--- src/rtl/bloom_wr_arbiter_if.sv ---
// Requester and Avalon-MM write-master signals of the Bloom-filter write arbiter.
// The master modport is the arbiter; the slave modport is the requesters plus the memory.
interface bloom_wr_arbiter_if #(
  parameter int NUM_REQ    = 4,
  parameter int AMM_ADDR_W = 5,
  parameter int AMM_DATA_W = 1
);
  logic [NUM_REQ-1:0]            req_valid_i;
  logic [NUM_REQ*AMM_ADDR_W-1:0] req_addr_i;
  logic [NUM_REQ-1:0]            req_ready_o;
  logic [AMM_ADDR_W-1:0]         amm_master_address_o;
  logic                          amm_master_write_o;
  logic [AMM_DATA_W-1:0]         amm_master_writedata_o;
  logic                          amm_master_waitrequest_i;

  modport master (
    input  req_valid_i, req_addr_i, amm_master_waitrequest_i,
    output req_ready_o, amm_master_address_o, amm_master_write_o, amm_master_writedata_o
  );

  modport slave (
    output req_valid_i, req_addr_i, amm_master_waitrequest_i,
    input  req_ready_o, amm_master_address_o, amm_master_write_o, amm_master_writedata_o
  );
endinterface

--- src/rtl/bloom_wr_arbiter.sv ---
// Sole owner of the Bloom-filter memory write port: round-robin insert arbitration
// plus a full-memory clear sweep, both honouring slave waitrequest.
//   state    | meaning
//   ST_RUN   | granting inserts round-robin
//   ST_DRAIN | clear requested, waiting for the stalled write to be accepted
//   ST_CLEAR | writing CLEAR_DATA to every address 0..2**AMM_ADDR_W-1
module bloom_wr_arbiter #(
  parameter int                    NUM_REQ        = 4,
  parameter int                    AMM_ADDR_W     = 5,
  parameter int                    AMM_DATA_W     = 1,
  parameter logic [AMM_DATA_W-1:0] SET_DATA       = '1,
  parameter logic [AMM_DATA_W-1:0] CLEAR_DATA     = '0,
  parameter bit                    CLEAR_ON_RESET = 1'b1
) (
  input  logic                clk_i,
  input  logic                rst_n_i,
  bloom_wr_arbiter_if.master  bus,
  input  logic                clear_stb_i,
  output logic                clear_busy_o,
  output logic                clear_done_o
);

  localparam int RR_W = (NUM_REQ > 1) ? $clog2(NUM_REQ) : 1;
  localparam logic [AMM_ADDR_W-1:0] ADDR_LAST = '1;

  typedef enum logic [1:0] {ST_RUN, ST_DRAIN, ST_CLEAR} state_t;

  state_t                state_q;
  logic [AMM_ADDR_W-1:0] addr_q;
  logic                  write_q;
  logic [AMM_DATA_W-1:0] wdata_q;
  logic                  busy_q;
  logic                  done_q;
  logic [RR_W-1:0]       rr_q;

  logic                  slot_free;
  logic                  gnt_found;
  logic [RR_W-1:0]       gnt_idx;
  logic                  grant_ok;
  logic [AMM_ADDR_W-1:0] gnt_addr;

  assign slot_free = !write_q || !bus.amm_master_waitrequest_i;

  // First valid requester strictly after the last winner, wrapping cyclically.
  always_comb begin
    int k;
    logic [RR_W-1:0] idx;
    k         = 0;
    idx       = '0;
    gnt_found = 1'b0;
    gnt_idx   = '0;
    for (int i = 1; i <= NUM_REQ; i++) begin
      k = int'(rr_q) + i;
      if (k >= NUM_REQ) k = k - NUM_REQ;
      idx = RR_W'(k);
      if (!gnt_found && bus.req_valid_i[idx]) begin
        gnt_found = 1'b1;
        gnt_idx   = idx;
      end
    end
  end

  assign gnt_addr = bus.req_addr_i[int'(gnt_idx)*AMM_ADDR_W +: AMM_ADDR_W];
  // A clear strobe pre-empts any grant in the same cycle.
  assign grant_ok = rst_n_i && (state_q == ST_RUN) && !clear_stb_i && slot_free && gnt_found;

  assign bus.req_ready_o            = grant_ok ? (NUM_REQ'(1) << gnt_idx) : '0;
  assign bus.amm_master_address_o   = addr_q;
  assign bus.amm_master_write_o     = write_q;
  assign bus.amm_master_writedata_o = wdata_q;
  assign clear_busy_o               = busy_q;
  assign clear_done_o               = done_q;

  always_ff @(posedge clk_i or negedge rst_n_i) begin
    if (!rst_n_i) begin
      state_q <= CLEAR_ON_RESET ? ST_CLEAR : ST_RUN;
      addr_q  <= '0;
      write_q <= 1'b0;
      wdata_q <= '0;
      busy_q  <= CLEAR_ON_RESET;
      done_q  <= 1'b0;
      rr_q    <= RR_W'(NUM_REQ - 1);
    end else begin
      done_q <= 1'b0;
      unique case (state_q)
        ST_RUN: begin
          if (clear_stb_i) begin
            busy_q <= 1'b1;
            if (slot_free) begin
              state_q <= ST_CLEAR;
              addr_q  <= '0;
              write_q <= 1'b1;
              wdata_q <= CLEAR_DATA;
            end else begin
              state_q <= ST_DRAIN;
            end
          end else if (grant_ok) begin
            addr_q  <= gnt_addr;
            write_q <= 1'b1;
            wdata_q <= SET_DATA;
            rr_q    <= gnt_idx;
          end else if (slot_free) begin
            write_q <= 1'b0;
          end
        end
        ST_DRAIN: begin
          if (!bus.amm_master_waitrequest_i) begin
            state_q <= ST_CLEAR;
            addr_q  <= '0;
            write_q <= 1'b1;
            wdata_q <= CLEAR_DATA;
          end
        end
        ST_CLEAR: begin
          // write_q is low only on the first cycle after reset release.
          if (!write_q) begin
            write_q <= 1'b1;
            wdata_q <= CLEAR_DATA;
          end else if (!bus.amm_master_waitrequest_i) begin
            if (addr_q == ADDR_LAST) begin
              write_q <= 1'b0;
              done_q  <= 1'b1;
              busy_q  <= 1'b0;
              state_q <= ST_RUN;
            end else begin
              addr_q <= addr_q + 1'b1;
            end
          end
        end
        default: state_q <= ST_RUN;
      endcase
    end
  end

endmodule
--- src/flat_wrapper.sv ---
// flat-port wrapper written by rule: the top's interface ports become plain ports
module bloom_wr_arbiter_flat 
#(
  parameter int                    NUM_REQ        = 4,
  parameter int                    AMM_ADDR_W     = 5,
  parameter int                    AMM_DATA_W     = 1,
  parameter logic [AMM_DATA_W-1:0] SET_DATA       = '1,
  parameter logic [AMM_DATA_W-1:0] CLEAR_DATA     = '0,
  parameter bit                    CLEAR_ON_RESET = 1'b1
)
  (clk_i, rst_n_i, clear_stb_i, clear_busy_o, clear_done_o, bus_req_valid_i, bus_req_addr_i, bus_amm_master_waitrequest_i, bus_req_ready_o, bus_amm_master_address_o, bus_amm_master_write_o, bus_amm_master_writedata_o);
  bloom_wr_arbiter_if #(.NUM_REQ(NUM_REQ), .AMM_ADDR_W(AMM_ADDR_W), .AMM_DATA_W(AMM_DATA_W)) bus_i ();
  input  logic clk_i;
  input  logic rst_n_i;
  input  logic clear_stb_i;
  output logic clear_busy_o;
  output logic clear_done_o;
  input wire logic [$bits(bus_i.req_valid_i)-1:0] bus_req_valid_i;
  input wire logic [$bits(bus_i.req_addr_i)-1:0] bus_req_addr_i;
  input wire logic [$bits(bus_i.amm_master_waitrequest_i)-1:0] bus_amm_master_waitrequest_i;
  output wire logic [$bits(bus_i.req_ready_o)-1:0] bus_req_ready_o;
  output wire logic [$bits(bus_i.amm_master_address_o)-1:0] bus_amm_master_address_o;
  output wire logic [$bits(bus_i.amm_master_write_o)-1:0] bus_amm_master_write_o;
  output wire logic [$bits(bus_i.amm_master_writedata_o)-1:0] bus_amm_master_writedata_o;
  assign bus_i.req_valid_i = bus_req_valid_i;
  assign bus_i.req_addr_i = bus_req_addr_i;
  assign bus_i.amm_master_waitrequest_i = bus_amm_master_waitrequest_i;
  assign bus_req_ready_o = bus_i.req_ready_o;
  assign bus_amm_master_address_o = bus_i.amm_master_address_o;
  assign bus_amm_master_write_o = bus_i.amm_master_write_o;
  assign bus_amm_master_writedata_o = bus_i.amm_master_writedata_o;
  bloom_wr_arbiter #(.NUM_REQ(NUM_REQ), .AMM_ADDR_W(AMM_ADDR_W), .AMM_DATA_W(AMM_DATA_W), .SET_DATA(SET_DATA), .CLEAR_DATA(CLEAR_DATA), .CLEAR_ON_RESET(CLEAR_ON_RESET)) u_core (.clk_i(clk_i), .rst_n_i(rst_n_i), .bus(bus_i), .clear_stb_i(clear_stb_i), .clear_busy_o(clear_busy_o), .clear_done_o(clear_done_o));
endmodule
--- config.mk ---
export PLATFORM = sky130hd
export DESIGN_NAME = bloom_wr_arbiter_flat
export DESIGN_NICKNAME = d
export VERILOG_FILES = /design/src/rtl/bloom_wr_arbiter_if.sv /design/src/rtl/bloom_wr_arbiter.sv /design/src/flat_wrapper.sv
export SDC_FILE = /design/constraint.sdc
export NUM_CORES = 1
export LEC_CHECK = 0
export CAP_MARGIN = 20
export CORE_ASPECT_RATIO = 1.4
export CORE_UTILIZATION = 47
export CTS_CLUSTER_SIZE = 10
export DETAILED_ROUTE_END_ITERATION = 8
export PLACE_DENSITY = 0.81
export SLEW_MARGIN = 20
export SYNTH_ARGS = -nofsm -noshare
export SYNTH_HDL_FRONTEND = slang
export SYNTH_SLANG_ARGS = --single-unit
--- constraint.sdc ---
create_clock -name clk_i -period 3.9 [get_ports clk_i]
set_input_delay 0.39 -clock clk_i [delete_from_list [all_inputs] [get_ports clk_i]]
set_output_delay 0.39 -clock clk_i [all_outputs]
set_load 0.02 [all_outputs]
==> summary.md <==
| Metric | Value |
|---|---|
| Status | finished, final reports clean |
| # fillers | 174 |
| Area growth from synthesis to layout | 38.3% |
| Vias in the first global route | between 1,000 and 1,500 |
| Slew headroom | 0.623 |
| Total power | 933 uW |
| First-pass GRT wire length | 4530 um |
| Final Wtd Congestion | just under 0.9 |
| Setup violators final | 0 |
| Crit. End Element | output port |
| Syn_nets | approximately 160 |
| Post-CTS resize count | 0 |
| Worst-path fanout max | 7 |
| Detail Route Antenna Nets | 0 |
| Residual DRC | 0 |
| Synthesized flop and latch total | 13 |
| Port bufs | 40 |
| Area of the core | 0.00220 sq mm |
| Drt total wl | 2800 um |
| Clock root buffer | clkbuf_4 |
| Std cell rows | 20 |
| Achievable frequency | ~350 MHz |
| Peak VDD IR | 0.000442 V |
| Setup TNS | 0 ns |
| Post-synth cell types | 41 |
| Hold WC Path Type | in2async |
| Cts bufs inserted | 3 |
| Synth Warn # | 0 |
| Nets | roughly 200 |
| Reg2reg setup slack | 1.31 ns |
| Post-DP HPWL | about 2200 um |
| Most used flip-flop cell after synthesis | dfrtp_1 |
| Crit path required time | about 3.5 ns |
| Chip Width | 43.1 um |
| Worst-margin pin slew | 0.562 ns |
| Slew Viols, Final | 0 |
| Compound-gate portion of the synthesized area | 0.215 |
| Total GRT Usage | 0.235 |
| Antenna Cells | 0 |
| Remaining Overflow, GRT | 0 |
| DRT iter0 DRCs | 38 |
| Insertion delay to the later sink of the worst-skew pair | a little under 0.3 ns |
| Top-area cell type share of the netlist area | 0.202 |
| Post-synthesis mux area share | 0.145 |
| Die H | between 50 and 60 um |
| Xor/xnor share of the synthesized area | 0 |
| RSZ-0062 raised after global routing | no |
| CTS Hold Bufs | 0 |
| Max_cap viols | 0 |
| Number of synthesized flops with an enable pin | 0 |
| Fraction of registers with async set/reset | 1.00 |
| Vias per cell | between 5 and 6 |
| Mapped Cells | between 100 and 150 |
| Final worst-path cycle share | 0.742 |
| Largest net degree at the start of global routing | 16 |
| Synth Area per Inst | 8.57 sq um |
| Routed len/inst | between 10 and 15 um |
| Largest family of logic cells by synthesized area | compound AO/OA/AOI/OAI gates |
| TritonCTS clock tree | done |
| P_leak | around 0.00069 uW |
| Worst Reg-to-Reg Cells | 9 |
| # clock sinks | 13 |
| Final-report hold violation count | 0 |
| Critical path type | reg2out |
| Seq/Total Area, Yosys | 0.297 |
| Post-synthesis simple-gate area fraction | 0.211 |
| Initial antenna violation count | 0 |
| I/O pins | 41 |
| Clock Skews | 0.00131 ns |
| Power per cell area | 605 mW/mm^2 |
| Layout cell share with drive strength beyond 1 | 0.0769 |
| Synth cell count leaders | 15 x mux2i_1, 11 x nand2_1, 11 x nor2_1 |
| Dominant cells by area after synthesis | dfrtp_1 20%, mux2i_1 13%, dfstp_2 9.4% |
| Worst r2r src | u_core.bus.amm_master_address_o[0] |
| Starting density of the core | 0.506 |
| CTS Buffer Depth | 2 |
| Vias | between 1,000 and 1,500 |
| TritonRoute pass-1 iters | 4 |
| Floorplan die area | about 0.0026 sq mm |
| Reg2Reg Capture Point | u_core.bus.amm_master_address_o[1] |
| Post-synthesis adder-cell area fraction | 0.0674 |
| Crit path DAT | between 2 and 3 ns |
| Post-Syn Area | 0.00111 sq mm |
| Clk pin slew, worst setup/hold paths | roughly 0.08 ns |
| H-tree levels | 1 |
| Count leader, synth | mux2i_1 |
| Final min period | 2.90 ns |
| Setup bufs post-CTS | 0 |
| Post-synth top area cell | dfrtp_1 |
| Startpoint Class | flip-flop |
==> layer usage <==
layer  share of wire  track usage  routed length (um)
met2            0.50        0.418                1410
met3           0.063       0.0457                 177
met5               0            0                   0
met1            0.42        0.260                1170
met4           0.016        0.121                  46
==> metrics by stage <==
| stage | utilization | cells | setup WS (ns) | hold WS, ns | instance area, sq um |
|---|---|---|---|---|---|
| 3_3_place_gp | 0.688 | 187 | 1.03 | 0.505 | 1510 |
| 3_5_place_dp | 0.688 | 187 | 1.02 | 0.504 | 1510 |
| 6_report | 0.699 | 191 | 1.00 | 0.399 | 1540 |
| 4_1_cts | 0.699 | 191 | 1.01 | 0.402 | 1540 |
| 5_1_grt | 0.699 | 191 | 0.805 | 0.416 | 1540 |
| 2_1_floorplan | - | 130 | 1.52 | 0.0944 | 1110 |
==> power by group <==
part | switching [uW] | total (uW) | leakage (uW) | internal [uW]
sequential | 54.8 | 249 | 0.000160 | 194
combinational | 320 | 596 | 0.000516 | 276
clock | 47.8 | 87.6 | 0.0000150 | 39.9
total | 423 | 933 | 0.000691 | 510
==> area by class of cell <==
type	instances	area, sq um	share of cell area
Multi-Input combinational cell	102	711	0.461
Inverter	8	30.0	0.0195
Timing Repair Buffer	42	415	0.270
Clock buffer	4	26.3	0.0171
Sequential cell	13	330	0.214
Tap cell	22	27.5	0.0179
==> cells by family (layout without fill, tap and decap cells) <==
logic type               count (synthesis)  in the layout
buffers and inverters                   15             54
multiplexers                            16             16
AND/OR/NAND/NOR                         46             46
AO/OA/AOI/OAI                           34             34
flip-flops                              13             13
adder cells (fa/ha/maj)                  6              6
==> layout by cell type (no fill, tap or decap), types with 4 or more instances in the layout <==
cell type,Yosys,layout
nand3_1,5,5
a21oi_1,5,5
dfstp_2,4,4
ha_1,6,6
nand2_1,11,11
mux2i_1,15,15
nor2_1,11,11
o21ai_0,6,6
inv_1,8,8
clkdlybuf4s50_1,0,40
o21a_1,4,4
dfrtp_1,9,9
==> registers in the layout (all words and copies together) (netlist names) <==
name,count
u_core.state_q,2
u_core.rr_q,2
u_core.bus.amm_master_writedata_o,1
u_core.bus.amm_master_write_o,1
u_core.bus.amm_master_address_o,5
u_core.clear_busy_o,1
u_core.clear_done_o,1
==> worst max-delay path, stage by stage (launching register included) <==
cell and delay, ns:
dfrtp_1 0.42, inv_1 0.11, ha_1 0.31, nand4_1 0.15
nor2_1 0.28, nand4_1 0.19, nor2_1 0.13, clkdlybuf4s50_1 0.62
==> how the worst max path moves through the flow <==
stage | start | endpoint | depth (start not counted)
after floorplan | u_core.bus.amm_master_address_o[0] | u_core.bus.amm_master_address_o[2] | 10
after global placement | bus_req_valid_i[3] | bus_req_ready_o[3] | 6
after detailed placement | clear_stb_i | bus_req_ready_o[2] | 7
after CTS | u_core.state_q[0] | bus_req_ready_o[2] | 7
after global routing | u_core.state_q[0] | bus_req_ready_o[2] | 7
final | u_core.state_q[0] | bus_req_ready_o[2] | 7
Note: power is estimated with default switching activity, not from simulation.
